===== config.mk =====
export PLATFORM = sky130hd
export DESIGN_NAME = cdb_arbiter
export DESIGN_NICKNAME = d
export VERILOG_FILES = /design/src/rtl/cdb_arbiter_pkg.sv /design/src/rtl/cdb_arbiter_rr_arb3.sv /design/src/rtl/cdb_arbiter.sv
export SDC_FILE = /design/constraint.sdc
export NUM_CORES = 1
export LEC_CHECK = 0
export ABC_AREA = 1
export ABC_CLOCK_PERIOD_IN_PS = 11650
export BUFFER_PORTS_ARGS = -buffer_cell sky130_fd_sc_hd__buf_2
export CAP_MARGIN = 20
export CELL_PAD_IN_SITES_DETAIL_PLACEMENT = 2
export CELL_PAD_IN_SITES_GLOBAL_PLACEMENT = 2
export CORE_ASPECT_RATIO = 1.75
export CORE_MARGIN = 5
export CORE_UTILIZATION = 35
export DETAILED_ROUTE_END_ITERATION = 16
export GPL_TIMING_DRIVEN = 0
export PLACE_DENSITY = 0.84
export SLEW_MARGIN = 20
export SYNTH_ARGS = -nofsm -noshare
export SYNTH_HDL_FRONTEND = slang
export SYNTH_SLANG_ARGS = --single-unit
export TNS_END_PERCENT = 30

===== constraint.sdc =====
create_clock -name clk -period 11.65 [get_ports clk]
set_input_delay 0.5825 -clock clk [delete_from_list [all_inputs] [get_ports clk]]
set_output_delay 0.5825 -clock clk [all_outputs]
set_load 0.02 [all_outputs]

===== src/rtl/cdb_arbiter_pkg.sv =====
// Shared types for the common data bus arbiter: FU result records, the CDB
// broadcast record and ROB age helpers.
package cdb_arbiter_pkg;

  localparam int PREG_W   = 7;
  localparam int ROB_W    = 5;
  localparam int XLEN     = 32;
  localparam int CDB_NSRC = 3;

  typedef enum logic [1:0] {
    SRC_ALU = 2'd0,
    SRC_MEM = 2'd1,
    SRC_B   = 2'd2
  } cdb_src_e;

  typedef struct packed {
    logic              valid;
    logic [PREG_W-1:0] pd;
    logic [ROB_W-1:0]  rob_tag;
    logic [XLEN-1:0]   data;
    logic [1:0]        src;
    logic              mispredict;
    logic              jalr_bne;
    logic [XLEN-1:0]   pc;
  } cdb_data;

  typedef struct packed {
    logic              done;
    logic [PREG_W-1:0] p_alu;
    logic [ROB_W-1:0]  rob;
    logic [XLEN-1:0]   data;
  } alu_data;

  typedef struct packed {
    logic              done;
    logic [PREG_W-1:0] p_mem;
    logic [ROB_W-1:0]  rob;
    logic [XLEN-1:0]   data;
  } mem_data;

  typedef struct packed {
    logic              done;
    logic [PREG_W-1:0] p_b;
    logic [ROB_W-1:0]  rob;
    logic [XLEN-1:0]   data;
    logic              mispredict;
    logic              jalr_bne;
    logic [XLEN-1:0]   pc;
  } b_data;

  // Distance from the ROB head; modulo arithmetic handles tag wrap-around.
  function automatic logic [ROB_W-1:0] rob_age(input logic [ROB_W-1:0] tag,
                                               input logic [ROB_W-1:0] head);
    return tag - head;
  endfunction

  function automatic logic is_younger(input logic [ROB_W-1:0] tag,
                                      input logic [ROB_W-1:0] ref_tag,
                                      input logic [ROB_W-1:0] head);
    return rob_age(tag, head) > rob_age(ref_tag, head);
  endfunction

endpackage


===== src/rtl/cdb_arbiter_rr_arb3.sv =====
// Combinational 3-way round-robin picker: grants the first requester at or
// after rr_ptr, wrapping modulo 3.
module rr_arb3 (
  input  logic [2:0] req,
  input  logic [1:0] rr_ptr,
  output logic [2:0] gnt,
  output logic [1:0] gnt_idx,
  output logic       any
);

  // An out-of-range pointer (3) behaves like 0.
  always_comb begin
    gnt_idx = 2'd0;
    case (rr_ptr)
      2'd1: begin
        if (req[1])      gnt_idx = 2'd1;
        else if (req[2]) gnt_idx = 2'd2;
        else             gnt_idx = 2'd0;
      end
      2'd2: begin
        if (req[2])      gnt_idx = 2'd2;
        else if (req[0]) gnt_idx = 2'd0;
        else             gnt_idx = 2'd1;
      end
      default: begin
        if (req[0])      gnt_idx = 2'd0;
        else if (req[1]) gnt_idx = 2'd1;
        else             gnt_idx = 2'd2;
      end
    endcase
    any = |req;
    gnt = any ? (3'b001 << gnt_idx) : 3'b000;
  end

endmodule


===== src/rtl/cdb_arbiter.sv =====
// Shares the CDB between ALU, MEM and branch FUs: one pending slot per FU,
// round-robin grant, flush filtering of younger results, registered broadcast.
module cdb_arbiter
  import cdb_arbiter_pkg::*;
(
  input  logic             clk,
  input  logic             reset_n,
  input  alu_data          alu_in,
  input  mem_data          mem_in,
  input  b_data            b_in,
  output logic             alu_ready,
  output logic             mem_ready,
  output logic             b_ready,
  input  logic [ROB_W-1:0] rob_head,
  input  logic             flush,
  input  logic [ROB_W-1:0] flush_tag,
  output cdb_data          cdb_out
);

  cdb_data               slot [CDB_NSRC];
  logic [CDB_NSRC-1:0]   slot_valid;
  logic [1:0]            rr_ptr;

  cdb_data               inc  [CDB_NSRC];
  cdb_data               cand [CDB_NSRC];
  logic [CDB_NSRC-1:0]   inc_done;
  logic [CDB_NSRC-1:0]   inc_ok;
  logic [CDB_NSRC-1:0]   slot_live;
  logic [CDB_NSRC-1:0]   req;
  logic [CDB_NSRC-1:0]   gnt;
  logic [1:0]            gnt_idx;
  logic                  any;

  // Normalise each FU result into the broadcast record; branch-only fields
  // stay zero for ALU and MEM.
  always_comb begin
    inc[0]         = '0;
    inc[0].valid   = 1'b1;
    inc[0].pd      = alu_in.p_alu;
    inc[0].rob_tag = alu_in.rob;
    inc[0].data    = alu_in.data;
    inc[0].src     = SRC_ALU;

    inc[1]         = '0;
    inc[1].valid   = 1'b1;
    inc[1].pd      = mem_in.p_mem;
    inc[1].rob_tag = mem_in.rob;
    inc[1].data    = mem_in.data;
    inc[1].src     = SRC_MEM;

    inc[2]            = '0;
    inc[2].valid      = 1'b1;
    inc[2].pd         = b_in.p_b;
    inc[2].rob_tag    = b_in.rob;
    inc[2].data       = b_in.data;
    inc[2].src        = SRC_B;
    inc[2].mispredict = b_in.mispredict;
    inc[2].jalr_bne   = b_in.jalr_bne;
    inc[2].pc         = b_in.pc;

    inc_done = {b_in.done, mem_in.done, alu_in.done};
  end

  // A done while the slot is occupied is ignored; the slot keeps priority.
  always_comb begin
    for (int i = 0; i < CDB_NSRC; i++) begin
      slot_live[i] = slot_valid[i] &
                     ~(flush & is_younger(slot[i].rob_tag, flush_tag, rob_head));
      inc_ok[i]    = inc_done[i] & ~slot_valid[i] &
                     ~(flush & is_younger(inc[i].rob_tag, flush_tag, rob_head));
      req[i]       = slot_live[i] | inc_ok[i];
      cand[i]      = slot_valid[i] ? slot[i] : inc[i];
    end
  end

  rr_arb3 u_rr_arb3 (
    .req     (req),
    .rr_ptr  (rr_ptr),
    .gnt     (gnt),
    .gnt_idx (gnt_idx),
    .any     (any)
  );

  // Winners leave (or bypass) their slot; losing survivors are parked.
  always_ff @(posedge clk) begin
    if (!reset_n) begin
      slot_valid <= '0;
      rr_ptr     <= 2'd0;
      cdb_out    <= '0;
      for (int i = 0; i < CDB_NSRC; i++) begin
        slot[i] <= '0;
      end
    end else begin
      for (int i = 0; i < CDB_NSRC; i++) begin
        if (gnt[i]) begin
          slot_valid[i] <= 1'b0;
        end else if (inc_ok[i]) begin
          slot_valid[i] <= 1'b1;
          slot[i]       <= inc[i];
        end else begin
          slot_valid[i] <= slot_live[i];
        end
      end
      if (any) begin
        cdb_out       <= cand[gnt_idx];
        cdb_out.valid <= 1'b1;
        rr_ptr        <= (gnt_idx == 2'd2) ? 2'd0 : gnt_idx + 2'd1;
      end else begin
        cdb_out <= '0;
      end
    end
  end

  assign alu_ready = reset_n & ~slot_valid[0];
  assign mem_ready = reset_n & ~slot_valid[1];
  assign b_ready   = reset_n & ~slot_valid[2];

endmodule


==> impl_results.md, run 1 <==
- Routed wire length: 56,190 um
- CTS resizes: 0
- Worst reg2reg startpoint: slot[0][149]
- Share of total power in the clock network: 18.2%
- Share of total power in sequential cells: 32.1%
- Endpoint type of the worst setup path: flop
- CTS max path bufs: 3
- Final global-route overflow total: 0
- MaxCap Viol Count: 0
- Setup Skew: 0.01260 ns
- Synth Register Bits: 254
- Final ANT Viol Nets: 0
- Number of buffers added by the clock tree synthesis step: 25
- Normalized max-slew margin: 35.67%
- Pins over their slew limit: 0
- Sink count of the clock tree: 254
- Via total after detailed routing: 12,134
- Hold WC Path Type: input pin to flop
- Total setup buffers inserted after CTS: 0
- Final Worst Setup Slack: 6.650 ns
- Critical Path AT: 5.21 ns
- Total GRT Usage: 25.04%
- Post-route cell area: 16,380 um2
- Area added between synthesis and finish: 20.87%
- Result of the run: completed
- Most frequent standard cell in the layout excluding fill and tap cells: nand2_1
- First-iteration detailed-routing DRC count: 544
- Final number of setup-violating endpoints: 0
- Number of endpoints with negative hold slack in the final report: 0
- TritonCTS clock tree: built
- WL per Instance: 23.45 um
- Share of final-layout standard cells stronger than drive strength 1: 25.11%
- Post-placement worst setup slack: 6.003 ns
- Req. time, crit path: 11.86 ns
- Cell-internal power: 2532 uW
- Num rows: 95
- Top library cells by usage in the layout, fill and taps aside: 644 x nand2_1, 276 x buf_2, 192 x inv_1
- Global-route wire length before repair: 82,960 um
- Hold path start: b_in[21]
- CTS H-Tree Depth: 1
- Vias in the first global route: 14,203
- Minimum clock period after layout: 5.000 ns
- Final net count: 2,119
- Setup crit start kind: input pin
- Number of flops mapped to enable cells by yosys: 168
- Core region area: 38,390 um2
- Antenna violations before repair: 19
- RSZ-0062 raised after global routing: no
- Flip-flop cell with the highest count after synthesis: edfxtp_1
- Launch point of the worst path: rob_head[1]
- Post-Synthesis Cells: 1,591
- Placer congestion estimate: 0.8785
- Clock Latency Late Sink: 0.54 ns
- Input/output buffers: 263
- CP Class: input pin to flop
- Worst-margin pin slew: 0.9581 ns
- Worst slack on hold paths: 0.3191 ns
- Worst IR drop on VDD: 0.1316 mV
- Fraction of the yosys area taken by sequential cells: 49.93%
- Mean area per synthesized cell: 8.518 um2
- Starting density of the core: 35.30%
- Yosys warnings: 0
- NetSw: 2119 uW
- Logic pwr share: 49.7%
- Maximum fanout count along the critical path: 41
- Final total negative setup slack: 0 ns
- Placed inst area: 15,520 um2
- First drt pass iteration count: 4
- Pwr per Cell Area: 283.9 nW/um2
- # DRC: 0
- Max Fclk: 200.0 MHz
- Proportion of register bits with asynchronous set or reset after synthesis: 0%
- Io pins: 266
- Net Count, Synth: 1,828
- DPL Wire Length: 42,210 um
- Reg clk slew, reported paths: 0.07 ns
- Number of buffers inserted for hold repair after clock tree synthesis: 0
- Unique masters post-synth: 37
- Total power of the final layout: 4651 uW
- Die Span X: 158.7 um
- Die Area: 42,910 um2
- Switching share of power: 45.56%
- DIE HEIGHT: 270.3 um
- Cell chosen for the clock root: clkbuf_16
- Netlist area before placement: 13,550 um2
- Ratio of routed vias to standard cells: 5.064
- Fin crit share: 42.92%
- Pin count of the biggest net entering global routing: 46
- Leakage: 0.008462 uW
[layer usage]
metal	share of wire (%)	track usage, %	wire, um
met5	0.14	0	78
met4	7.2	16.11	4057
met3	3.5	3.359	1942
met2	56	49.40	31440
met1	33	23.54	18670
[through the flow]
step | util [%] | instances
final | 42.66 | 2396
after CTS | 42.59 | 2385
after floorplan | - | 1591
after global placement | 40.31 | 2339
after global routing | 42.66 | 2395
after detailed placement | 40.42 | 2340
[worst max-delay path, cell delays in order]
cell	delay [ns]
buf_2	0.08
inv_1	0.35
fa_1	0.60
xnor2_1	0.79
ha_1	0.40
nand2_1	0.09
a21oi_1	0.04
o21ai_0	0.10
nor2_1	0.08
nor2_1	0.09
nand2_1	0.13
nand2_2	0.13
nand2_2	0.10
nor2_1	0.13
nand2_1	0.07
nand2_1	0.08
nand2_2	0.07
buf_6	0.17
nand3_1	0.12
nand3_2	0.14
nand2_4	0.48
buf_12	0.32
[cells in the mapped netlist (30+ instances only)]
master | number | share of area [%]
mux2_2 | 43 | 3.6
ha_1 | 48 | 4.4
nand3_1 | 41 | 1.5
clkbuf_1 | 35 | 0.97
inv_1 | 192 | 5.3
dfxtp_1 | 86 | 13
inv_2 | 33 | 0.91
nor2_1 | 48 | 1.3
a21oi_1 | 40 | 1.5
nand2_1 | 647 | 18
a21oi_2 | 30 | 1.9
edfxtp_1 | 168 | 37
a31oi_1 | 35 | 1.6
[power groups by stage]
stage	clock, uW	combinational, uW	sequential (uW)
6_report	847	2310	1490
5_1_grt	891	2510	1520
4_1_cts	853	2340	1490
3_5_place_dp	0	2290	1500
3_3_place_gp	0	2160	1490
2_1_floorplan	0	1350	1550
[state kept, by name (all words and copies together), names as in the netlist]
signal,count
slot,168
rr_ptr,2
slot_valid,3
cdb_out,81
[final timing paths]
check,end,slack (ns),cells past startpoint
worst max-delay path,slot[0][175],6.65,22
worst min-delay path,cdb_out[21],0.32,3
worst max register to register,slot[0][175],7.18,24
worst min register to register,rr_ptr[1],0.50,2
[cell families (layout without fill, tap and decap cells)]
group           Yosys count  in the layout  share of synthesized area, %
compound gates          140            140                         6.564
xor+xnor                 22             22                         1.422
fa+ha+maj                55             55                         5.466
buf+inv                 297            606                         9.574
flops                   254            254                         49.93
mux                      52             52                         4.238
other cells               0             11                             0
simple gates            771            771                         22.80
[area by class of cell]
class                           instances  area (um2)
Inverter                              226       848.3
Sequential cell                       254        6766
Clock inverter                          9       76.32
Clock buffer                           36       758.2
Antenna cell                           11       27.53
Timing Repair Buffer                  264        1336
Buffer                                 71       449.2
Tap cell                              485       606.8
Fill cell                            4399       22010
Multi-Input combinational cell       1040        5510
(Power assumes the default switching activity.)
==> run 2: changes to the inputs <==
--- a/config.mk
+++ b/config.mk
@@ -6,17 +6,17 @@
 export NUM_CORES = 1
 export LEC_CHECK = 0
 export ABC_AREA = 1
-export ABC_CLOCK_PERIOD_IN_PS = 11650
+export ABC_CLOCK_PERIOD_IN_PS = 4720
 export BUFFER_PORTS_ARGS = -buffer_cell sky130_fd_sc_hd__buf_2
 export CAP_MARGIN = 20
 export CELL_PAD_IN_SITES_DETAIL_PLACEMENT = 2
 export CELL_PAD_IN_SITES_GLOBAL_PLACEMENT = 2
 export CORE_ASPECT_RATIO = 1.75
 export CORE_MARGIN = 5
-export CORE_UTILIZATION = 35
+export CORE_UTILIZATION = 33
 export DETAILED_ROUTE_END_ITERATION = 16
 export GPL_TIMING_DRIVEN = 0
-export PLACE_DENSITY = 0.84
+export PLACE_DENSITY = 0.79
 export SLEW_MARGIN = 20
 export SYNTH_ARGS = -nofsm -noshare
 export SYNTH_HDL_FRONTEND = slang
==> constraint.sdc (replaced) <==
create_clock -name clk -period 4.72 [get_ports clk]
set_input_delay 0.236 -clock clk [delete_from_list [all_inputs] [get_ports clk]]
set_output_delay 0.236 -clock clk [all_outputs]
set_load 0.02 [all_outputs]
==> run 2 against run 1 <==
  * First-iteration DRC count down 4.6%
  * Routed wire length increased by 11%
  * Critical path depth increased by 4
  * Cell count grew 7.5%
  * Sequential power grew to 2.5 times the previous value
  * Largest cell class unchanged
  * Via count grew 6.0%
  * Total power increased to 2.5 times the previous value
  * Design area rose by 8.0%
  * Register-to-register slack worse by 6.8 ns
  * Non-clock buffer count is 123 higher
  * Setup slack worse by 6.3 ns
  * Sequential share of layout area shrank 3.1 points
==> impl_results.md, run 2 (synthesis results as in run 1) <==
- DIE HEIGHT: 278.1 um (was 270.3 um)
- Req. time, crit path: 5.15 ns (was 11.86 ns)
- Vias in the first global route: 14,816 (was 14,203)
- Cell chosen for the clock root: clkbuf_16 (unchanged)
- Core region area: 40,710 um2 (was 38,390 um2)
- Via total after detailed routing: 12,862 (was 12,134)
- MaxCap Viol Count: 0 (unchanged)
- Registers with the most flip-flops: slot (168), cdb_out (81), slot_valid (3) (unchanged)
- Final number of setup-violating endpoints: 0 (unchanged)
- Placed inst area: 15,590 um2 (was 15,520 um2)
- Leakage: 0.008964 uW (was 0.008462 uW)
- Die Area: 45,380 um2 (was 42,910 um2)
- Result of the run: completed (unchanged)
- Fin crit share: 93.63%
- CTS H-Tree Depth: 1 (unchanged)
- Io pins: 266 (unchanged)
- Max Fclk: 226.3 MHz
- Die Span X: 163.2 um (was 158.7 um)
- Largest register FFs: 168 (unchanged)
- Sink count of the clock tree: 254 (unchanged)
- Post-route insts no fill: 2,576 (was 2,396)
- CP Class: input pin to flop (unchanged)
- Hold WC Path Type: input pin to flop (unchanged)
- Setup crit start kind: input pin (unchanged)
- WL per Instance: 24.30 um (was 23.45 um)
- # DRC: 0 (unchanged)
- Worst IR drop on VDD: 0.3565 mV (was 0.1316 mV)
- Clock Latency Late Sink: 0.56 ns (was 0.54 ns)
- Most frequent standard cell in the layout excluding fill and tap cells: nand2_1 (unchanged)
- Reg clk slew, reported paths: 0.07 ns (about the same)
- Share of final-layout standard cells stronger than drive strength 1: 23.32% (was 25.11%)
- Post-Place Cells: 2,404 (was 2,340)
- Number of buffers added by the clock tree synthesis step: 25 (unchanged)
- Post-route cell area: 17,690 um2 (was 16,380 um2)
- First drt pass iteration count: 7 (was 4)
- TritonCTS clock tree: built (unchanged)
- Routed wire length: 62,600 um (was 56,190 um)
- Antenna violations before repair: 3 (was 19)
- Endpoint type of the worst setup path: flop (unchanged)
- Minimum clock period after layout: 4.419 ns
- Normalized max-slew margin: 42.96% (was 35.67%)
- Worst-margin pin slew: 0.8556 ns (was 0.9581 ns)
- Post-placement worst setup slack: -0.3679 ns (was 6.003 ns)
- Maximum fanout count along the critical path: 10 (was 41)
- Total GRT Usage: 26.92% (was 25.04%)
- Final Worst Setup Slack: 0.3006 ns (was 6.650 ns)
- Global-route wire length before repair: 92,230 um (was 82,960 um)
- Number of endpoints with negative hold slack in the final report: 0 (unchanged)
- Pin count of the biggest net entering global routing: 80 (was 46)
- Setup Skew: 0.03246 ns (was 0.01260 ns)
- DPL Wire Length: 41,910 um (was 42,210 um)
- Critical Path AT: 4.85 ns (was 5.21 ns)
- First-iteration detailed-routing DRC count: 519 (was 544)
- Input/output buffers: 263 (unchanged)
- CTS max path bufs: 3 (unchanged)
- Hold path start: mem_in[1] (was b_in[21])
- Final global-route overflow total: 0 (unchanged)
- Final net count: 2,242 (was 2,119)
- Starting density of the core: 33.29% (was 35.30%)
- Ratio of routed vias to standard cells: 4.993 (was 5.064)
- Final ANT Viol Nets: 0 (unchanged)
- Pins over their slew limit: 0 (unchanged)
- Launch point of the worst path: alu_in[32] (was rob_head[1])
- Area added between synthesis and finish: 30.55% (was 20.87%)
- Num rows: 98 (was 95)
- Placer congestion estimate: 0.8566 (was 0.8785)
- Most flop-heavy register: slot (unchanged)
- RSZ-0062 raised after global routing: no (unchanged)
- Pwr per Cell Area: 669.5 nW/um2 (was 283.9 nW/um2)
- Worst reg2reg startpoint: slot[0][68] (was slot[0][149])
- Top library cells by usage in the layout, fill and taps aside: 644 x nand2_1, 276 x buf_2, 192 x inv_1 (unchanged)
==> run 2: cell types whose count changed in the layout (fill, tap and decap cells not counted), sizes merged <==
cell and delta:
buf -1, clkinv -2, bufinv +2, clkinvlp +1, diode -9, dlygate4sd3 +124
==> run 2: repair_timing <==
action	4_1_cts	5_1_grt
endpoints found under the setup margin	0	271
buffers inserted	0	0
hold buffers	124	0
gates resized for setup	0	2
endpoints found under the hold margin	157	0
==> run 2: per-layer routing <==
layer | GRT usage (%) | vias up | share of wire (%)
met1 | 26.58 | 6518 | 35
met4 | 13.80 | 2 | 5.8
met5 | 0 | - | 0.026
met3 | 2.667 | 138 | 3.0
met2 | 53.90 | 338 | 57
li1 | - | 5866 | -
==> run 2: cell type report <==
class                      instances  area [um2]
antenna                            2       5.005
buffer                            71       449.2
clock buffer                      36       716.9
clock inverter                    10       126.4
fill                            4570       23020
inverter                         226       848.3
multi-input combinational       1040        5534
sequential                       254        6766
tap                              550       688.2
timing repair buffer             387        2557
==> run 2: where the power goes <==
| group | switching (uW) | internal (uW) |
|---|---|---|
| clock | 963 | 1220 |
| sequential | 332 | 3390 |
| combinational | 4180 | 1750 |
==> run 2: final timing paths <==
kind | end | slack [ns] | depth (start not counted)
worst max-delay path | cdb_out[76] | 0.30 | 26
worst min register to register | cdb_out[34] | 0.49 | 2
worst max register to register | cdb_out[76] | 0.35 | 24
worst min-delay path | slot[0][118] | 0.006 | 3
==> run 2: per-stage QoR <==
stage	TNS, ns	hold WS, ns	util, %	total power [uW]
2_1_floorplan	0	0.3806	-	7164
3_3_place_gp	-236.41	0.4765	38.22	9064
3_5_place_dp	-109.57	0.4906	38.29	9366
4_1_cts	0	0.001623	43.41	11650
5_1_grt	0	0.005938	43.46	12450
6_report	0	0.006219	43.46	11840
==> run 2: worst max-delay path, cell delays in order <==
cell and delay (ns):
dlygate4sd3_1 0.53, buf_2 0.14, inv_1 0.12, ha_1 0.18, inv_1 0.07, fa_1 0.40
a21oi_1 0.16, nor2_1 0.06, nor2_1 0.17, xor2_1 0.18, ha_1 0.28, nand3_1 0.10
nor2_1 0.05, nor2_1 0.09, nand2_1 0.11, nand2_2 0.12, nand2_2 0.11, nor2_1 0.13
nand2_1 0.06, nand2_1 0.07, nand2_2 0.07, buf_6 0.16, nor2_2 0.49, buf_2 0.36
nand2_1 0.10, a31oi_1 0.27
